**src/rtl/l1_mau_arb.sv**
```systemverilog
// Round-robin arbiter merging L1I (port 0) and L1D (port 1) requests onto a
// single memory access unit port, one transaction in flight at a time.
`ifndef CORE_ADDR_WIDTH
`define CORE_ADDR_WIDTH 32
`endif
`ifndef CORE_DATA_WIDTH
`define CORE_DATA_WIDTH 32
`endif
`ifndef L1_LINE_SIZE
`define L1_LINE_SIZE 128
`endif
`ifndef CORE_BE_WIDTH
`define CORE_BE_WIDTH 4
`endif

module l1_mau_arb #(
    parameter int ADDR_W  = `CORE_ADDR_WIDTH,
    parameter int DATA_W  = `CORE_DATA_WIDTH,
    parameter int LINE_W  = `L1_LINE_SIZE,
    parameter int BE_W    = `CORE_BE_WIDTH,
    parameter int TMO_CYC = 255
) (
    input  logic              clk,
    input  logic              rst,
    input  logic              p0_req_val,
    input  logic              p0_req_nc,
    input  logic              p0_req_we,
    input  logic [ADDR_W-1:0] p0_req_addr,
    input  logic [DATA_W-1:0] p0_req_wdata,
    input  logic [BE_W-1:0]   p0_req_be,
    output logic              p0_req_ack,
    output logic              p0_ack_nc,
    output logic              p0_ack_we,
    output logic [LINE_W-1:0] p0_ack_data,
    input  logic              p1_req_val,
    input  logic              p1_req_nc,
    input  logic              p1_req_we,
    input  logic [ADDR_W-1:0] p1_req_addr,
    input  logic [DATA_W-1:0] p1_req_wdata,
    input  logic [BE_W-1:0]   p1_req_be,
    output logic              p1_req_ack,
    output logic              p1_ack_nc,
    output logic              p1_ack_we,
    output logic [LINE_W-1:0] p1_ack_data,
    output logic              mem_req_val,
    output logic              mem_req_nc,
    output logic              mem_req_we,
    output logic [ADDR_W-1:0] mem_req_addr,
    output logic [DATA_W-1:0] mem_req_wdata,
    output logic [BE_W-1:0]   mem_req_be,
    input  logic              mem_req_ack,
    input  logic              mem_ack_nc,
    input  logic              mem_ack_we,
    input  logic [LINE_W-1:0] mem_ack_data,
    output logic              busy,
    output logic              grant_id,
    output logic              err_tmo
);

    localparam int CW = (TMO_CYC < 1) ? 1 : $clog2(TMO_CYC + 1);
    localparam logic [CW-1:0] TMO = CW'(TMO_CYC);

    typedef enum logic {IDLE, BUSY} state_t;

    state_t            state_q, state_d;
    logic              last_q, last_d;
    logic              gid_q, gid_d;
    logic              nc_q, nc_d;
    logic              we_q, we_d;
    logic [ADDR_W-1:0] addr_q, addr_d;
    logic [DATA_W-1:0] wdata_q, wdata_d;
    logic [BE_W-1:0]   be_q, be_d;
    logic [CW-1:0]     cnt_q, cnt_d;
    logic              tmo_q, tmo_d;
    logic              sel;

    // On contention the port that did not win last time gets the grant.
    assign sel = (p0_req_val & p1_req_val) ? ~last_q : p1_req_val;

    always_comb begin
        state_d     = state_q;
        last_d      = last_q;
        gid_d       = gid_q;
        nc_d        = nc_q;
        we_d        = we_q;
        addr_d      = addr_q;
        wdata_d     = wdata_q;
        be_d        = be_q;
        cnt_d       = cnt_q;
        tmo_d       = tmo_q;
        mem_req_val = 1'b0;
        p0_req_ack  = 1'b0;
        p1_req_ack  = 1'b0;
        unique case (state_q)
            IDLE: begin
                if (p0_req_val | p1_req_val) begin
                    state_d = BUSY;
                    gid_d   = sel;
                    last_d  = sel;
                    cnt_d   = '0;
                    nc_d    = sel ? p1_req_nc    : p0_req_nc;
                    we_d    = sel ? p1_req_we    : p0_req_we;
                    addr_d  = sel ? p1_req_addr  : p0_req_addr;
                    wdata_d = sel ? p1_req_wdata : p0_req_wdata;
                    be_d    = sel ? p1_req_be    : p0_req_be;
                end
            end
            BUSY: begin
                mem_req_val = 1'b1;
                if (mem_req_ack) begin
                    p0_req_ack = ~gid_q;
                    p1_req_ack = gid_q;
                    state_d    = IDLE;
                end else begin
                    if (cnt_q != TMO) cnt_d = cnt_q + CW'(1);
                    if (cnt_d == TMO) tmo_d = 1'b1;
                end
            end
        endcase
    end

    always_ff @(posedge clk) begin
        if (rst) begin
            state_q <= IDLE;
            last_q  <= 1'b1;
            gid_q   <= 1'b0;
            nc_q    <= 1'b0;
            we_q    <= 1'b0;
            addr_q  <= '0;
            wdata_q <= '0;
            be_q    <= '0;
            cnt_q   <= '0;
            tmo_q   <= 1'b0;
        end else begin
            state_q <= state_d;
            last_q  <= last_d;
            gid_q   <= gid_d;
            nc_q    <= nc_d;
            we_q    <= we_d;
            addr_q  <= addr_d;
            wdata_q <= wdata_d;
            be_q    <= be_d;
            cnt_q   <= cnt_d;
            tmo_q   <= tmo_d;
        end
    end

    assign mem_req_nc    = nc_q;
    assign mem_req_we    = we_q;
    assign mem_req_addr  = addr_q;
    assign mem_req_wdata = wdata_q;
    assign mem_req_be    = be_q;
    assign p0_ack_nc     = mem_ack_nc;
    assign p0_ack_we     = mem_ack_we;
    assign p0_ack_data   = mem_ack_data;
    assign p1_ack_nc     = mem_ack_nc;
    assign p1_ack_we     = mem_ack_we;
    assign p1_ack_data   = mem_ack_data;
    assign busy          = (state_q == BUSY);
    assign grant_id      = gid_q;
    assign err_tmo       = tmo_q;

endmodule
```
**config.mk**
```make
export PLATFORM = sky130hd
export DESIGN_NAME = l1_mau_arb
export DESIGN_NICKNAME = d
export VERILOG_FILES = /design/src/rtl/l1_mau_arb.sv
export SDC_FILE = /design/constraint.sdc
export NUM_CORES = 1
export LEC_CHECK = 0
export BUFFER_PORTS_ARGS = -buffer_cell sky130_fd_sc_hd__buf_2
export CAP_MARGIN = 10
export CORE_AREA = 2 2 235 237
export DETAILED_ROUTE_END_ITERATION = 8
export DIE_AREA = 0 0 237 239
export PLACE_DENSITY_LB_ADDON = 0.12
export SYNTH_ARGS = -nofsm -noshare
export SYNTH_HDL_FRONTEND = slang
export SYNTH_SLANG_ARGS = --single-unit
```
**constraint.sdc**
```tcl
create_clock -name clk -period 3.18 [get_ports clk]
set_input_delay 0.477 -clock clk [delete_from_list [all_inputs] [get_ports clk]]
set_output_delay 0.477 -clock clk [all_outputs]
set_load 0.005 [all_outputs]
```
* Word-level counts from Yosys, hierarchy flattened
Index checks and enable logic that the tools add are counted.
** Storage, ports and cells
- Output and inout bits :: 336
- Register bits :: 82
** Operators by class
- Bitwise gates (word level) :: 6
- $add $sub $neg :: 1
- Equality and inequality tests :: 4
- Reduce and logical (&&, ||, !) cells :: 3
- Multiplexer cells :: 20
** Operators with widths (number)
- 2-to-1 mux 32 bit :: 2
- 2-to-1 mux 8 bit :: 5
- one-hot mux 8 bit (2 select lines) :: 1
- 2-to-1 mux 1 bit :: 10
- adder 8 x 1 -> 8 bit (second input constant) :: 1
- == test 8 bit (second input constant) :: 1
- != test 8 bit (second input constant) :: 1
- 2-to-1 mux 4 bit :: 1
- != test 2 bit (second input constant) :: 2
- inverter 1 bit :: 4
- AND reduction 2 bit :: 2
- AND reduction 3 bit :: 1
- one-hot mux 1 bit (2 select lines) :: 1
- AND 1 bit :: 1
- OR 1 bit :: 1

* Depth between registers and ports, before layout
- Word-level depth :: 6
- Mapped depth :: 6
- Gate-level depth less buffers :: 5

* Worst setup path before layout
Ideal clock, no wire load.
- Path kind :: register to register
- Start :: reg cnt_q[0]
- End :: reg cnt_q[6]
- Library setup time :: 0.103 ns
- Setup slack :: 1.718 ns
- Arrival time :: 1.359 ns
- Stages on the path, launching flop included :: 6
- Period minus slack after synthesis :: 1.462 ns
- Cells stage by stage :: dfxtp_1 -> ha_1 -> nand3_2 -> nor2_4 -> a31oi_1 -> a2111oi_2
** On the way
- Word-level cells in the longest chain between the ends :: 6
- Elaborated cells between the ends (all ways) :: 7
- Those cells by class :: 1 x add/sub; 1 x eq/ne; 5 x mux
** RTL lines
- from (decl) :: line 73 : logic [CW-1:0] cnt_q, cnt_d;
- from (signal assigned) :: line 143 : cnt_q <= cnt_d;
- adder 8 x 1 -> 8 bit / != test 8 bit (equally long branches) :: line 115 : if (cnt_q != TMO) cnt_d = cnt_q + CW'(1);
- 2-to-1 mux 8 bit (*) :: line 115
- 2-to-1 mux 8 bit (*) :: line 110 : if (mem_req_ack) begin
- 2-to-1 mux 8 bit (*) :: line 94 : unique case (state_q)
- 2-to-1 mux 8 bit (*) :: line 110
- one-hot mux 8 bit (2 select lines) (*) :: line 94
Every way passes the cells marked *; elsewhere a longest branch is shown, timed or not. The select of a mux whose other input is x is not followed.
A chain may end at the register's enable or synchronous reset.

* Final worst setup path
- Start :: reg state_q, in the netlist busy
- End :: reg wdata_q[0], in the netlist mem_req_wdata[0]
** On the way
- Word-level cells in the longest chain between the ends :: 2
** RTL lines
- from (decl) :: line 65 : state_t state_q, state_d;
- from (signal assigned) :: line 135 : state_q <= state_d;
- inverter 1 bit (no source line)
- AND reduction 2 bit (no source line)
- to (signal assigned) :: line 141 : wdata_q <= wdata_d;
- to (decl) :: line 71 : logic [DATA_W-1:0] wdata_q, wdata_d;
Every way passes these cells.

==> results.md <==
- Gpl congestion: roughly 0.64
- Startpoint class of the critical path: flip-flop
- Net Switching: 893 uW
- Setup tns final: 0 ps
- Clock slew at reported path FFs: 70 ps
- Yosys reg bits: 82
- Critical path arrival: between 2000 and 2500 ps
- Layout Skew: 6.98 ps
- DRT Pass-1 Iters: 4
- Drt first-iter violations: 66
- Final period utilization: approximately 60%
- Syn_nets: approximately 940
- Syn Area/Cell: roughly 9.4 um^2
- Finished Layout Cells: roughly 1300
- Area grow syn2layout: 2.90%
- Post-CTS Hold Buffers: 0
- Clock sinks: between 80 and 90
- Status: finished clean
- R2R setup slack: ~1300 ps
- Worst-Skew Late Latency: between 300 and 400 ps
- Post-layout util: a little under an eighth
- Ys Warns: 0
- Slack of the critical path: about 1300 ps
- Cells after synthesis: around 660
- Starting Density: a little under an eighth
- PostCTS Resize Cnt: 0
- Final Max Tran Viols: 0
- CTS tree: built
- Sequential share of power: ~41%
- Max Fclk: 536 MHz
- Synth area leaders: buf_4, dfxtp_1, a211oi_2
- Switching portion of total power: a little under a third
- CP endpoint kind: flip-flop
- RSZ-0062 raised after global routing: no
- Dpl ws: 1180 ps
- Final Hold Fails: 0
- Wirelength, routed: between 15 and 20 mm
- Clock power share: approximately 37%
- Top-area cell type share of the netlist area: between 30% and 40%
- Row cnt: between 80 and 90
- Fillcell total: slightly above 6000
- Post-Syn Area: around 6200 um^2
- Top Ports: 611
- Relative slew margins: approximately 52%
- First-pass GRT wire length: around 27 mm
- Fin nets: between 800 and 900
- Final worst hold slack: roughly 370 ps
- Port Buffer Count: 220
- Die Span Y: 239 um
- Post-Place Cells: ~1300
- Crit Path Max Fanout: 38
- Min Tclk post-route: about 1900 ps
- Worst slew pin tran: roughly 700 ps
- DP HPWL: 14.0 mm
- Proportion of layout cells with a drive suffix above 1: 53.8%
- Final setup fails: 0
- Longest Clk Path Bufs: 2
- Pin count of the biggest net entering global routing: 72
- Post-CTS setup repair buffer count: 0
- Residual DRC count: 0
- Internal power: approximately 2000 uW
- Total gr overflow: 0
- Diodes inserted: 0
- Multi-input gate area: 2330 um^2
- Number of global-route vias before repair: ~4100
- Core ar.: around 54000 um^2
- Crit Path Category: flip-flop to flip-flop
- Pwr per Cell Area: 453 nW/um^2
- Post-synthesis sequential area ratio: a little over a quarter
- H-Tree Depth: 3
- Peak supply drop: about 0.21 mV
- Area leader, netlist: buf_4
- CP required: around 3500 ps
- Max_cap viols: 0
- Avg WL per Cell: between 10 and 15 um
- Worst Hold Class: input port to flip-flop
- GR Util All Layers: around 6.5%
- Clock root cell: clkbuf_16
- Antenna viol nets, final: 0
- Via Count: between 3000 and 4000
- Die ar.: 56600 um^2
- Library cells used by synthesis: 44
- Drt via density: between 3 and 4
- CTS Buf Count: 9
- Register area: between 1500 and 2000 um^2
- Comb power frac: between 20% and 30%
- Initial antenna violation count: 0
- Die width: ~240 um
- LEAKAGE: 0.00260 uW
-- power by group through the flow --
stage               Combinational (uW)  Clock [uW]  Sequential, uW
floorplan                          655           0            1210
global placement                   670           0            1200
detailed placement                 676           0            1200
CTS                                677        1180            1180
global route                       724        1210            1190
finish                             652        1060            1180
-- cell usage in the layout, fill, tap and decap left out, drive strengths merged, types with 4 or more instances in the layout --
master and count:
o21ai 9, nand2 4, clkbuf 12, a21oi 7, nor2 80, nand3 5
mux2i 71, dfxtp 82, a211oi 70, nand2b 4, buf 233
-- layout make-up --
type,count,area share [%]
inverters,1,0.0588
flip-flops and latches,82,25.7
well taps,704,13.8
multi-input cells,281,36.6
clock inverters,3,0.235
repair buffers,233,19.6
clock buffers,12,4.02
-- critical path, cell delays in order (launching register included) --
cell and delay (ps):
dfxtp_1 410, o21ba_4 730, buf_12 300, nor2_1 80, a211oi_2 180
-- stage by stage --
| stage | instance area, um^2 | total power, uW |
|---|---|---|
| after floorplan | 6200 | 1860 |
| final | 6380 | 2890 |
| after CTS | 6380 | 3030 |
| after global placement | 6110 | 1870 |
| after detailed placement | 6110 | 1880 |
| after global routing | 6380 | 3120 |
-- worst paths after layout --
check	cells past startpoint	end	startpoint
worst max-delay path	4	mem_req_wdata[0]	busy
worst min-delay path	2	last_q	p1_req_val
worst max register to register	4	mem_req_wdata[0]	busy
worst min register to register	1	err_tmo	err_tmo
-- sequential cells by signal, summed over array words and instances (netlist names) --
signal and flops:
busy 1, cnt_q 8, grant_id 1, err_tmo 1, mem_req_be 4, mem_req_nc 1, mem_req_we 1, mem_req_wdata 32
last_q 1, mem_req_addr 32
-- cell usage after synthesis (all sizes together) --
cell	number
a2111oi	1
a211oi	70
a21boi	1
a21oi	7
a221o	1
a22oi	1
a31oi	3
a32o	1
and2	1
and2b	1
and3	2
and4	1
buf	290
clkbuf	8
dfxtp	82
ha	1
inv	1
mux2i	71
nand2	4
nand2b	4
nand3	5
nand4	3
nor2	80
nor2b	1
nor3	3
nor3b	1
nor4	1
o2111ai	1
o211a	1
o211ai	1
o21ai	9
o21ba	1
o311ai	1
or3	1
or3b	1
xor2	1
-- cell families after synthesis --
logic type	count (synthesis)	synth area share, %
AOI/OAI and AO/OA	99	17.3
xor gates and xnor gates	1	0.141
adders and majority gates	1	0.202
buffers and inverters	299	36.1
DFF	82	26.5
muxes	71	11.5
and+or+nand+nor	109	8.29
-- routing by layer --
layer  track usage (%)  part of all wire [%]
met1              6.22                    36
met3              3.64                    11
met2              10.6                    48
met5             0.346                     0
met4              4.58                   5.4
Note: power is estimated with default switching activity, not from simulation.
